### src/rtl/uart_tx_arbiter.sv
// Round-robin arbiter sharing one uart transmit channel among NUM_REQ byte producers.
// One byte per grant; waits for the uart to accept (tx_free drop) or time out before re-arbitrating.
module uart_tx_arbiter #(
  parameter int unsigned NUM_REQ        = 3,
  parameter int unsigned ACCEPT_TIMEOUT = 4
) (
  input  logic                 clk,
  input  logic                 rst_n,
  input  logic [NUM_REQ-1:0]   req,
  input  logic [8*NUM_REQ-1:0] req_data,
  output logic [NUM_REQ-1:0]   ack,
  input  logic                 tx_free,
  output logic [7:0]           tx_data,
  output logic                 tx_data_valid,
  output logic                 busy
);

  localparam int unsigned PTR_W = (NUM_REQ > 1) ? $clog2(NUM_REQ) : 1;
  localparam int unsigned SUM_W = PTR_W + 1;
  localparam int unsigned CNT_W = 8;
  localparam logic [CNT_W-1:0] CNT_LAST = CNT_W'(ACCEPT_TIMEOUT - 1);

  typedef enum logic [1:0] {
    IDLE        = 2'd0,
    WAIT_ACCEPT = 2'd1,
    WAIT_FREE   = 2'd2
  } state_t;

  state_t             state, state_d;
  logic [PTR_W-1:0]   rr_ptr, rr_ptr_d;
  logic [CNT_W-1:0]   cnt, cnt_d;
  logic [NUM_REQ-1:0] ack_d;
  logic [7:0]         tx_data_d;
  logic               valid_d;
  logic               busy_d;

  logic               win_found;
  logic [PTR_W-1:0]   win_idx;
  logic [PTR_W-1:0]   win_next;
  logic [SUM_W-1:0]   scan_idx;
  logic [SUM_W-1:0]   next_sum;

  // First pending requester scanning upward from rr_ptr, modulo NUM_REQ.
  always_comb begin : pick_winner
    win_found = 1'b0;
    win_idx   = '0;
    scan_idx  = '0;
    next_sum  = '0;
    win_next  = '0;
    for (int unsigned k = 0; k < NUM_REQ; k++) begin
      scan_idx = SUM_W'(rr_ptr) + SUM_W'(k);
      if (scan_idx >= SUM_W'(NUM_REQ)) begin
        scan_idx = scan_idx - SUM_W'(NUM_REQ);
      end
      if (!win_found && req[scan_idx[PTR_W-1:0]]) begin
        win_found = 1'b1;
        win_idx   = scan_idx[PTR_W-1:0];
      end
    end
    next_sum = SUM_W'(win_idx) + SUM_W'(1);
    if (next_sum >= SUM_W'(NUM_REQ)) begin
      next_sum = '0;
    end
    win_next = next_sum[PTR_W-1:0];
  end

  // Next-state and next-output logic; ack/valid default low so they only pulse on a grant.
  always_comb begin : next_logic
    state_d   = state;
    rr_ptr_d  = rr_ptr;
    cnt_d     = cnt;
    ack_d     = '0;
    valid_d   = 1'b0;
    tx_data_d = tx_data;
    case (state)
      IDLE: begin
        if (tx_free && win_found) begin
          tx_data_d      = req_data[{win_idx, 3'b000} +: 8];
          valid_d        = 1'b1;
          ack_d[win_idx] = 1'b1;
          rr_ptr_d       = win_next;
          cnt_d          = '0;
          state_d        = WAIT_ACCEPT;
        end
      end
      WAIT_ACCEPT: begin
        if (!tx_free) begin
          state_d = WAIT_FREE;
        end else if (cnt == CNT_LAST) begin
          state_d = IDLE;
        end else begin
          cnt_d = cnt + CNT_W'(1);
        end
      end
      WAIT_FREE: begin
        if (tx_free) begin
          state_d = IDLE;
        end
      end
      default: state_d = IDLE;
    endcase
    busy_d = (state_d != IDLE);
  end

  // State and registered outputs.
  always_ff @(posedge clk or negedge rst_n) begin
    if (!rst_n) begin
      state         <= IDLE;
      rr_ptr        <= '0;
      cnt           <= '0;
      ack           <= '0;
      tx_data       <= '0;
      tx_data_valid <= 1'b0;
      busy          <= 1'b0;
    end else begin
      state         <= state_d;
      rr_ptr        <= rr_ptr_d;
      cnt           <= cnt_d;
      ack           <= ack_d;
      tx_data       <= tx_data_d;
      tx_data_valid <= valid_d;
      busy          <= busy_d;
    end
  end

endmodule

### config.mk
export PLATFORM = sky130hd
export DESIGN_NAME = uart_tx_arbiter
export DESIGN_NICKNAME = d
export VERILOG_FILES = /design/src/rtl/uart_tx_arbiter.sv
export SDC_FILE = /design/constraint.sdc
export NUM_CORES = 1
export LEC_CHECK = 0
export BUFFER_PORTS_ARGS = -buffer_cell sky130_fd_sc_hd__buf_2
export CORE_MARGIN = 4
export CORE_UTILIZATION = 30
export CTS_BUF_LIST = sky130_fd_sc_hd__clkbuf_16
export CTS_CLUSTER_DIAMETER = 40
export DETAILED_ROUTE_END_ITERATION = 10
export PLACE_DENSITY_LB_ADDON = 0.15
export SETUP_SLACK_MARGIN = 0.4
export SLEW_MARGIN = 10
export SYNTH_ARGS = -nofsm -noshare
export SYNTH_HDL_FRONTEND = slang
export SYNTH_SLANG_ARGS = --single-unit
### constraint.sdc
create_clock -name clk -period 3 [get_ports clk]
set_input_delay 0.6 -clock clk [delete_from_list [all_inputs] [get_ports clk]]
set_output_delay 0.6 -clock clk [all_outputs]
set_load 0.01 [all_outputs]
**Word level (Yosys, flattened, before mapping)**

Index checks and enable logic that the tools add are counted.

- Add/sub/neg operators: 7
- Order comparisons: 9
- Equality and inequality tests: 6
- Shift operators: 1
- Muxes and demuxes: 31
- Reductions and logical operators: 11

Operator list:

| cell | number |
|---|---|
| 2-to-1 mux 8 bit | 3 |
| indexed part select 24 x 6 -> 8 bit | 1 |
| 2-to-1 mux 2 bit | 11 |
| case mux 8 bit (2 select lines) | 1 |
| less-than comparator 2 x 3 -> 1 bit, second input constant | 4 |
| >= comparator 3 x 2 -> 1 bit, second input constant | 3 |
| 2-to-1 mux 1 bit | 9 |
| adder 8 x 1 -> 8 bit, second input constant | 1 |
| == test 8 x 2 -> 1 bit, second input constant | 1 |
| adder 2 x 1 -> 3 bit, second input constant | 2 |
| binary-select mux 1 bit (select 2 bit) | 3 |
| 2-to-1 mux 3 bit | 2 |
| inequality test 2 bit, second input constant | 3 |
| case mux 2 bit (3 select lines) | 1 |
| subtractor 2 bit, second input constant | 3 |
| logical AND 1 bit | 4 |
| AND reduction 4 bit | 1 |
| nonzero test 2 bit | 2 |
| adder 2 x 2 -> 3 bit, second input constant | 1 |
| demux 1 bit (select 2 bit) | 1 |
| == test 2 x 1 -> 1 bit, second input constant | 1 |
| == test 2 bit, second input constant | 1 |
| >= comparator 2 x 1 -> 1 bit, second input constant | 1 |
| >= comparator 2 bit, second input constant | 1 |
| other kinds (3) | 4 |

- Register bits: 25
- Word-level logic and storage cells: 72

**Depth between registers and ports, before layout**

- Word-level depth: 17
- Mapped depth: 9
- Gate-level depth less buffers: 8

**Worst setup path after synthesis**

Ideal clock, no wire load.

- Path type: flip-flop to flip-flop
- Start: reg rr_ptr[0]
- End: reg tx_data[0]
- Data arrival time: 2.225 ns
- Required time: 2.874 ns
- Path slack: 0.649 ns
- Stages on the path, launching flop included: 10
- Buffers on the path: 1
- Path through: dfrtp_1 inv_1 ha_1 mux2i_1 o22ai_2 o31ai_4 inv_2 and2_1 buf_6 a221o_1

- Word-level cells in the longest chain between the ends: 13
- Elaborated cells between the ends (all ways): 30
- Classes of those cells: add/sub: 5; order compare: 3; shift: 1; mux: 15; reduce/logical: 6

RTL lines:

| item | RTL line | source |
|---|---|---|
| start: declaration | 30 | `logic [PTR_W-1:0] rr_ptr, rr_ptr_d;` |
| start signal: assignment | 117 | `rr_ptr <= rr_ptr_d;` |
| branches (longest 13 deep; another with adder 2 x 1 -> 3 bit) | -- |  |
| end signal: assignment | 120 | `tx_data <= tx_data_d;` |
| end: declaration | 13 | `output logic [7:0] tx_data,` |

Several ways; the timed one is not identified. The select of a mux whose other input is x is not followed.
A chain may end at the register's enable or synchronous reset.

**Final worst setup path**

- Start: reg rr_ptr[0]
- End: reg tx_data[7]

Same word-level chain as after synthesis.

==> impl_metrics.csv <==
group,metric,value,unit
outcome,status,"complete, no violations",
cells_and_area,final_layout_size_suffix_gt1_frac,0.4217,
synth,synthFlopType,"dfrtp_1",
timing,rsz0062_at_grt,"false",
synth,ys_types,41,
synth,yosysWarningCount,0,
flow_run,max_cap_violations,0,
timing,fin_crit_sh,0.8057,
grt,first_global_vias,1192,
timing,worst_slew_pin_slew,611.1,ps
synth,syn_area,1341,um2
cts,path_clk_slew,70,ps
route,first_pass_iters,4,
cts,htree_levels,1,
cells_and_area,nets,202,
critical_path,worstSetupPathType,"reg2reg",
cts,cts.sink_count,25,
die,core_region_area,4354,um2
timing,hold-worst-slack,329.2,ps
pwr,power.density,1052,nW/um2
synth,synthTopCellsByArea,"dfrtp_1 (47%), ha_1 (4.7%), nor2_1 (3.9%)",
critical_path,end_kind,"register",
cts,clockBufferDepth,2,
synth,synth_area_per_cell,11.09,um2
timing,layout_setup_ws,583.0,ps
pwr,leakagePower,0.8287,nW
critical_path,crit_required,3140,ps
synth,synth.most_common_cell,"dfrtp_1",
die,chipWidth,74.87,um
grt,track_usage,0.1243,
critical_path,crit_path_start_kind,"register",
die,die_h,74.87,um
pwr,ir_drop,0.4379,mV
timing,hold_viol,0,
cts,cts_buffers,3,
cells_and_area,areaGrowthSynthToFinish,33.21,%
synth,synth_edf_count,0,
placement,portBuffers,42,
grt,grt_max_degree,26,
cells_and_area,n_fill_cell,417,
synth,synth_nets,156,
synth,synth_commonest_cells,"dfrtp_1 (25), nor2_1 (14)",
synth,netlist_instances,121,
critical_path,worst-path-max-fanout,6,
grt,grt_first_pass_wirelength,5388,um
cells_and_area,finalNonFillerCells,218,
synth,synthArstFlopShare,1.000,
synth,seq_area_frac_synth,0.4664,
synth,yosysTopAreaCellShare,0.4664,
timing,final.min_clock_period,2417,ps
hold_path,hp-class,"in2async",
die,die-area,5605,um2
die,ios,43,
cts,root_buffer,"clkbuf_16",
placement,place_hpwl,2374,um
route,wl_per_cell,14.96,um
route,vias_per_cell,5.124,
cts,cts_tree,"yes",
placement,dp_slack,382.0,ps
cells_and_area,antennaDiodeCount,0,
grt,grt-ovfl-total,0,
die,rows,24,
critical_path,arrival,2550,ps
route,drcViolationCount,0,
timing,clock_skew,8.143,ps
route,wirelength,3262,um
placement,place_congestion,0.8192,
die,start_util,0.3080,
route,antenna_left,0,
placement,dp.cells,213,
timing,slew_headroom,0.5907,
route,num_vias,1117,
timing,setup_violations,0,
synth,ys_ff_latch,25,
cts,clock_latency,260,ps
route,drt_iter0_drc,60,
synth,synth_area_leader_cell,"dfrtp_1",
timing,clock.fmax,413.7,MHz
timing,drv_slew,0,
grt,antenna_found_initial,0,
timing,setup_tns,0,ps
-- cells by family after synthesis --
| group | Yosys count | share of synthesized area |
|---|---|---|
| fa+ha+maj | 5 | 0.04664 |
| compound gates | 32 | 0.2080 |
| simple gates | 40 | 0.1717 |
| flops | 25 | 0.4664 |
| xor+xnor | 7 | 0.04571 |
| buf+inv | 8 | 0.03078 |
| mux | 4 | 0.03078 |
-- flip-flops by register name, summed over array words and instances (netlist names) --
| register | count |
|---|---|
| busy | 1 |
| tx_data_valid | 1 |
| cnt | 8 |
| tx_data | 8 |
| state | 2 |
| rr_ptr | 2 |
| ack | 3 |
-- layer usage --
layer | global-route usage | vias up | share of wire
met5 | 0 | - | 0
met2 | 0.2215 | 30 | 0.51
met3 | 0.03738 | 4 | 0.059
met4 | 0.02372 | 0 | 0.0064
met1 | 0.1483 | 539 | 0.42
li1 | - | 544 | -
-- power by group --
part | internal (mW) | leakage (nW) | switching [mW]
registers | 0.459 | 0.320 | 0.0718
clock network | 0.179 | 0.0409 | 0.113
logic | 0.483 | 0.468 | 0.574
total | 1.12 | 0.829 | 0.758
-- cell usage in the layout, fill, tap and decap left out, types with 2 or more instances in the layout --
cell type	count
a21o_1	2
a21oi_1	2
a221o_1	4
a221oi_1	4
a31o_2	4
and2_1	4
buf_2	42
clkbuf_16	3
dfrtp_1	24
ha_1	3
ha_4	2
inv_1	4
mux2i_4	2
nand2_1	4
nand3_1	2
nand3b_1	3
nand4_1	2
nor2_1	14
nor3_4	2
o21ai_1	3
o21ai_2	2
o2bb2ai_1	4
xnor2_1	2
xor2_1	5
-- through the flow --
stage,cell area [um2],power [mW],util
finish,1787,1.880,0.4103
global route,1787,2.025,0.4103
CTS,1719,1.802,0.3948
detailed placement,1602,1.426,0.3678
global placement,1602,1.398,0.3678
floorplan,1341,1.179,-
-- repair_timing --
action	in CTS	in global routing
buffers inserted	1	0
pin swaps	1	2
hold buffers	0	0
endpoints found under the setup margin	4	9
resized for setup	4	13
-- cell type report --
| class | instances | area (um2) | share of cell area |
|---|---|---|---|
| clock buffer | 3 | 75.07 | 0.04202 |
| clock inverter | 1 | 5.005 | 0.002801 |
| inverter | 5 | 21.27 | 0.01190 |
| multi-input combinational | 88 | 755.7 | 0.4230 |
| sequential | 25 | 626.9 | 0.3508 |
| tap | 52 | 65.06 | 0.03641 |
| timing repair buffer | 44 | 237.7 | 0.1331 |
-- worst max-delay path: stages (launching register included) --
cell	delay, ps
dfrtp_2	410
inv_1	100
ha_4	340
mux2i_4	280
o22ai_4	140
a211oi_2	320
nor3_4	120
and2_2	240
a221o_1	360
-- worst paths after layout --
kind	slack, ps	endpoint	depth (start not counted)	from
max	580	tx_data[7]	8	rr_ptr[0]
min	330	cnt[4]	1	rst_n
max reg2reg	580	tx_data[7]	8	rr_ptr[0]
min reg2reg	540	tx_data[6]	2	tx_data[6]
max in group asynchronous	2260	rr_ptr[0]	1	rst_n
min in group clk	530	state[1]	2	tx_free
Power figures use the tool's default switching activity.
